### config.mk
export PLATFORM = sky130hd
export DESIGN_NAME = gpr_file_sb
export DESIGN_NICKNAME = d
export VERILOG_FILES = /design/src/rtl/gpr_pkg.sv /design/src/rtl/gpr_scoreboard.sv /design/src/rtl/gpr_file_sb.sv
export SDC_FILE = /design/constraint.sdc
export NUM_CORES = 1
export LEC_CHECK = 0
export CAP_MARGIN = 20
export CORE_ASPECT_RATIO = 0.6
export CORE_UTILIZATION = 50
export CTS_CLUSTER_SIZE = 14
export DETAILED_ROUTE_END_ITERATION = 7
export DONT_BUFFER_PORTS = 1
export PLACE_DENSITY = 0.62
export SLEW_MARGIN = 20
export SYNTH_ARGS = -nofsm -noshare
export SYNTH_HDL_FRONTEND = slang
export SYNTH_SLANG_ARGS = --single-unit
### constraint.sdc
create_clock -name ck -period 2.85 [get_ports ck]
set_input_delay 0.4275 -clock ck [delete_from_list [all_inputs] [get_ports ck]]
set_output_delay 0.4275 -clock ck [all_outputs]
set_load 0.02 [all_outputs]
### src/rtl/gpr_pkg.sv
// Shared defaults and instruction-kind encodings for the GPR file and its decode neighbours.
// The kind/fn2 codes are consumed by decode, which derives we and ld_issue outside this block.
package gpr_pkg;

    localparam int GPR_DATA_W   = 8;
    localparam int GPR_NREG     = 8;
    localparam int GPR_MAX_PEND = 2;

    localparam logic [3:0] KIND_REG_REG = 4'b0000;
    localparam logic [3:0] KIND_REG_IMM = 4'b0001;
    localparam logic [3:0] KIND_SHIFT   = 4'b0010;
    localparam logic [3:0] KIND_MEM_IO  = 4'b0011;
    localparam logic [1:0] FN2_LOAD     = 2'b00;

endpackage

### src/rtl/gpr_scoreboard.sv
// Load scoreboard: per-register busy bits, outstanding-load counter, issue/return handshake.
// ld_ready is the load-return handshake: a return is accepted in any cycle where ld_valid && ld_ready.
module gpr_scoreboard
    import gpr_pkg::*;
#(
    parameter int NREG     = GPR_NREG,
    parameter int ADDR_W   = $clog2(NREG),
    parameter int MAX_PEND = GPR_MAX_PEND
) (
    input  logic              ck,
    input  logic              res,
    input  logic              ck2,
    input  logic              we,
    input  logic [ADDR_W-1:0] waddr,
    input  logic              ld_issue,
    input  logic [ADDR_W-1:0] ld_daddr,
    input  logic              ld_valid,
    input  logic [ADDR_W-1:0] ld_waddr,
    output logic [NREG-1:0]   busy,
    output logic              issue_ok,
    output logic              ld_ready,
    output logic              ld_accept
);

    localparam int PEND_W = $clog2(MAX_PEND + 1);

    logic [NREG-1:0]   busy_q, busy_d;
    logic [PEND_W-1:0] pend_q, pend_d;
    logic              g;
    logic              issue_take;

    // res is folded into the gate so ld_ready reads 0 while reset is held.
    assign g          = res && !ck2;
    assign issue_ok   = (pend_q < PEND_W'(MAX_PEND));
    assign ld_ready   = g && !(we && (waddr == ld_waddr) && (waddr != '0));
    assign ld_accept  = ld_valid && ld_ready;
    assign issue_take = g && ld_issue && issue_ok && (ld_daddr != '0);
    assign busy       = busy_q;

    always_comb begin
        busy_d = busy_q;
        pend_d = pend_q;
        // Clear before set so a same-register issue overrides the return.
        if (ld_accept) begin
            busy_d[ld_waddr] = 1'b0;
        end
        if (issue_take) begin
            busy_d[ld_daddr] = 1'b1;
        end
        busy_d[0] = 1'b0;
        if (issue_take && !ld_accept) begin
            pend_d = pend_q + PEND_W'(1);
        end else if (ld_accept && !issue_take && (pend_q != '0)) begin
            pend_d = pend_q - PEND_W'(1);
        end
    end

    always_ff @(posedge ck or negedge res) begin
        if (!res) begin
            busy_q <= '0;
            pend_q <= '0;
        end else begin
            busy_q <= busy_d;
            pend_q <= pend_d;
        end
    end

endmodule

### src/rtl/gpr_file_sb.sv
// General-purpose register file with ALU and load-return write ports, three read ports with
// optional same-cycle forwarding, and an integrated load scoreboard.
module gpr_file_sb
    import gpr_pkg::*;
#(
    parameter int DATA_W   = GPR_DATA_W,
    parameter int NREG     = GPR_NREG,
    parameter int ADDR_W   = $clog2(NREG),
    parameter int MAX_PEND = GPR_MAX_PEND,
    parameter int BYPASS   = 1
) (
    input  logic              ck,
    input  logic              res,
    input  logic              ck2,
    input  logic              we,
    input  logic [ADDR_W-1:0] waddr,
    input  logic [DATA_W-1:0] wdata,
    input  logic [ADDR_W-1:0] raddr1,
    input  logic [ADDR_W-1:0] raddr2,
    input  logic [ADDR_W-1:0] saddr,
    output logic [DATA_W-1:0] rd1,
    output logic [DATA_W-1:0] rd2,
    output logic [DATA_W-1:0] store_d,
    output logic              busy1,
    output logic              busy2,
    output logic              busy_s,
    input  logic              ld_issue,
    input  logic [ADDR_W-1:0] ld_daddr,
    output logic              issue_ok,
    input  logic              ld_valid,
    input  logic [ADDR_W-1:0] ld_waddr,
    input  logic [DATA_W-1:0] ld_data,
    output logic              ld_ready
);

    logic [DATA_W-1:0] gpr_q [NREG];
    logic [DATA_W-1:0] gpr_d [NREG];
    logic [NREG-1:0]   busy;
    logic              ld_accept;
    logic              alu_wr;
    logic              ld_wr;

    logic [ADDR_W-1:0] ra [3];
    logic [DATA_W-1:0] rv [3];
    logic              rb [3];

    gpr_scoreboard #(
        .NREG     (NREG),
        .ADDR_W   (ADDR_W),
        .MAX_PEND (MAX_PEND)
    ) u_sb (
        .ck        (ck),
        .res       (res),
        .ck2       (ck2),
        .we        (we),
        .waddr     (waddr),
        .ld_issue  (ld_issue),
        .ld_daddr  (ld_daddr),
        .ld_valid  (ld_valid),
        .ld_waddr  (ld_waddr),
        .busy      (busy),
        .issue_ok  (issue_ok),
        .ld_ready  (ld_ready),
        .ld_accept (ld_accept)
    );

    assign alu_wr = res && !ck2 && we && (waddr != '0);
    assign ld_wr  = ld_accept && (ld_waddr != '0);

    // ld_ready already blocks a load return colliding with the ALU write, so the two never alias.
    always_comb begin
        gpr_d = gpr_q;
        if (alu_wr) begin
            gpr_d[waddr] = wdata;
        end
        if (ld_wr) begin
            gpr_d[ld_waddr] = ld_data;
        end
    end

    always_ff @(posedge ck or negedge res) begin
        if (!res) begin
            for (int i = 0; i < NREG; i++) begin
                gpr_q[i] <= '0;
            end
        end else begin
            for (int i = 0; i < NREG; i++) begin
                gpr_q[i] <= gpr_d[i];
            end
        end
    end

    assign ra[0] = raddr1;
    assign ra[1] = raddr2;
    assign ra[2] = saddr;

    // Forwarding priority: accepted load data, then ALU write data, then the stored value.
    always_comb begin
        for (int i = 0; i < 3; i++) begin
            rv[i] = gpr_q[ra[i]];
            rb[i] = busy[ra[i]];
            if (ra[i] == '0) begin
                rv[i] = '0;
                rb[i] = 1'b0;
            end else if ((BYPASS != 0) && ld_wr && (ld_waddr == ra[i])) begin
                rv[i] = ld_data;
                rb[i] = 1'b0;
            end else if ((BYPASS != 0) && alu_wr && (waddr == ra[i])) begin
                rv[i] = wdata;
            end
        end
    end

    assign rd1     = rv[0];
    assign rd2     = rv[1];
    assign store_d = rv[2];
    assign busy1   = rb[0];
    assign busy2   = rb[1];
    assign busy_s  = rb[2];

endmodule

==> run metrics <==
GR Util All Layers=32.8%; number of max-cap violations=0; detailed-routing iteration count for the pre-antenna-repair pass=6; number of global-route vias before repair=5,159; net count of the finished layout=696; critical path required time=2.42 ns; Resize count post-CTS=0; sinks on the clock net=73; Bufs on Longest Clock Path=2; share of cells above drive strength 1=14.8%; most frequent cells after synthesis=145 x mux2i_1, 73 x dfrtp_1, 59 x nand2_1, 56 x clkbuf_1, 42 x o21ai_0; Max Transition Viols Final=0; TritonCTS Buffers=9; buffer cell driving the clock tree root=clkbuf_16; total power draw=4.04 mW; Worst-Margin Slew=1.09 ns; Setup WS post-layout=0.230 ns; power density over the cells=602 nW/um2; top cells by area in the synthesized netlist=dfrtp_1 30%, mux2i_1 24%, mux2_2 6.6%; fraction of post-synthesis cell area in the top cell type by area=29.6%; register bit total from synthesis=73; Total Wirelength=20,900 um; signed area change from the synthesized netlist to the final layout=8.67%; number of nets in the synthesized netlist=731; Critical Path Fanout Max=13; vias per cell=6.83; pre-CTS WS=0.331 ns; final sum of negative setup slack=0 ns; global-route wire length before repair=31,200 um; Post-DRT Antenna Nets=0; later-pin clock latency in the skew report=0.35 ns; class of the worst hold path=in -> reg; # H-tree levels=3; number of port buffers=0; register-to-register setup slack=1.36 ns; global placer's final weighted congestion=0.967; leakage power=2.83 nW; overflow left after global routing=0; maximum number of pins on one net before global-route repair=74; predominant post-synthesis flop cell=dfrtp_1; Async S/R FF share, synth=100%; placeable core region=12,100 um2; EDFF count, synth=0; Rows=31; total number of vias=5,645; clock slew at the register clock pins of the worst setup and hold paths=0.06 ns; hold_sp=ld_daddr[2]; area of the mapped netlist=6170 um2; overall die area=12,800 um2; cell type contributing the most total cell area after synthesis=dfrtp_1; final cycle utilization of the critical path=91.9%; post-route core utilization=55.6%; setup-violating endpoint count in the final report=0; origin of the critical flop-to-flop path=u_sb.pend_q[1]; number of cells on the worst hold path=1; tightest slew margin relative to the limit=26.7%; setup repair after global routing missed its margin=false; IR drop worst, VDD=0.309 mV; DPL Wire Length=14,500 um; DRT iter0 DRCs=621; CP Class=in -> out; leading cell type by number of instances after synthesis=mux2i_1; Starting Density=51.2%; average detailed-routed wire length per instance=25.3 um; Hold Fails Final Rpt=0; maximum clock rate=0.382 GHz; n_diodes=0; total number of yosys warnings=0; kind of end point of the critical path=output port; cells on worst reg2reg path=5; DRC violations left=0; synthesized area divided by synthesized cell count=8.93 um2; result of the run=finished clean; clock tree from TritonCTS=built; worst-case clock skew=0.00458 ns; postcts setup bufs=0; initial antenna violation count=0; Data arrival, critical path=2.19 ns; Placed Instances=808; post-synthesis cell count=691; final critical path time including I/O delays and setup=2.62 ns; Reg-to-Reg End=u_sb.pend_q[0]; overall die width=145 um; final standard cell count with taps included and fillers excluded=826; number of distinct standard cells referenced by the synthesized netlist=45; die extent in y=88.1 um; endpoint with the worst hold slack=u_sb.busy[2]; Seq/Total Area, Yosys=29.6%; Startpoint Class=primary input; top-level I/O count=69
==> flip-flops by register name, indices dropped and copies added (netlist names) <==
signal       cells
u_sb.pend_q      2
u_sb.busy        7
gpr_q           64
==> what timing repair did <==
item                       CTS  global route
hold buffers                 2             0
hold endpoints to repair    73             0
setup endpoints to repair    0             0
==> worst max-delay path: stages <==
cell and delay [ns]:
nor2b_1 0.25, buf_4 0.19, o311a_1 0.50, a22oi_1 0.18, nor3_1 0.34, mux2_2 0.30
==> report_power, final <==
part | total (mW) | internal, mW | switching (mW)
Combinational | 1.28 | 0.624 | 0.658
Sequential | 1.58 | 1.30 | 0.285
Clock | 1.17 | 0.682 | 0.491
==> cells in the final DEF, fill, tap and decap left out, drive strengths merged, types with 3 or more instances in the layout <==
master / instances
o311a: 5
mux2i: 145
mux2: 36
buf: 32
nor3: 33
xnor2: 14
nand2: 59
or3: 4
nand3b: 5
and3: 4
nor3b: 3
clkbuf: 10
inv: 11
a22o: 14
xor2: 4
o32ai: 3
o311ai: 9
dfrtp: 73
a21oi: 25
a22oi: 39
nor2: 27
o22ai: 19
nor2b: 9
nand3: 7
mux4: 3
o21ai: 42
nand2b: 3
==> through the flow <==
stage	hold slack [ns]	area [um2]
6_report	0.185	6710
5_1_grt	0.190	6710
4_1_cts	0.184	6700
3_5_place_dp	0.134	6370
3_3_place_gp	0.134	6370
2_1_floorplan	0.132	6170
==> layout make-up <==
class | count | area [um2]
well taps | 165 | 206
flip-flops and latches | 73 | 1830
fillers | 1068 | 5350
clock inverters | 6 | 67.6
inverters | 10 | 37.5
multi-input cells | 529 | 4060
clock buffers | 10 | 229
repair buffers | 33 | 283
==> cell families after synthesis <==
logic type / after synthesis / synth area share [%]
simple gates: 163 / 13.0
buf+inv: 89 / 5.57
compound gates: 164 / 18.2
xor+xnor: 18 / 2.55
flops: 73 / 29.6
mux: 184 / 31.2
==> layer usage <==
metal | part of all wire, % | up-vias | GRT usage (%) | routed length [um]
met5 | 0 | - | 0 | 0
met4 | 3.8 | 0 | 14.1 | 787
met3 | 9.6 | 73 | 7.86 | 2010
met2 | 42 | 340 | 47.6 | 8690
met1 | 45 | 2745 | 46.4 | 9410
li1 | - | 2487 | - | -
==> worst max-delay path by stage <==
stage / startpoint / end / slack (ns)
finish: res / store_d[4] / 0.23
floorplan: res / rd2[3] / 0.22
CTS: waddr[1] / store_d[5] / 0.31
global route: res / store_d[4] / 0.06
detailed placement: waddr[1] / store_d[5] / 0.33
global placement: waddr[1] / rd2[1] / 0.35
Note: power is estimated with default switching activity, not from simulation.
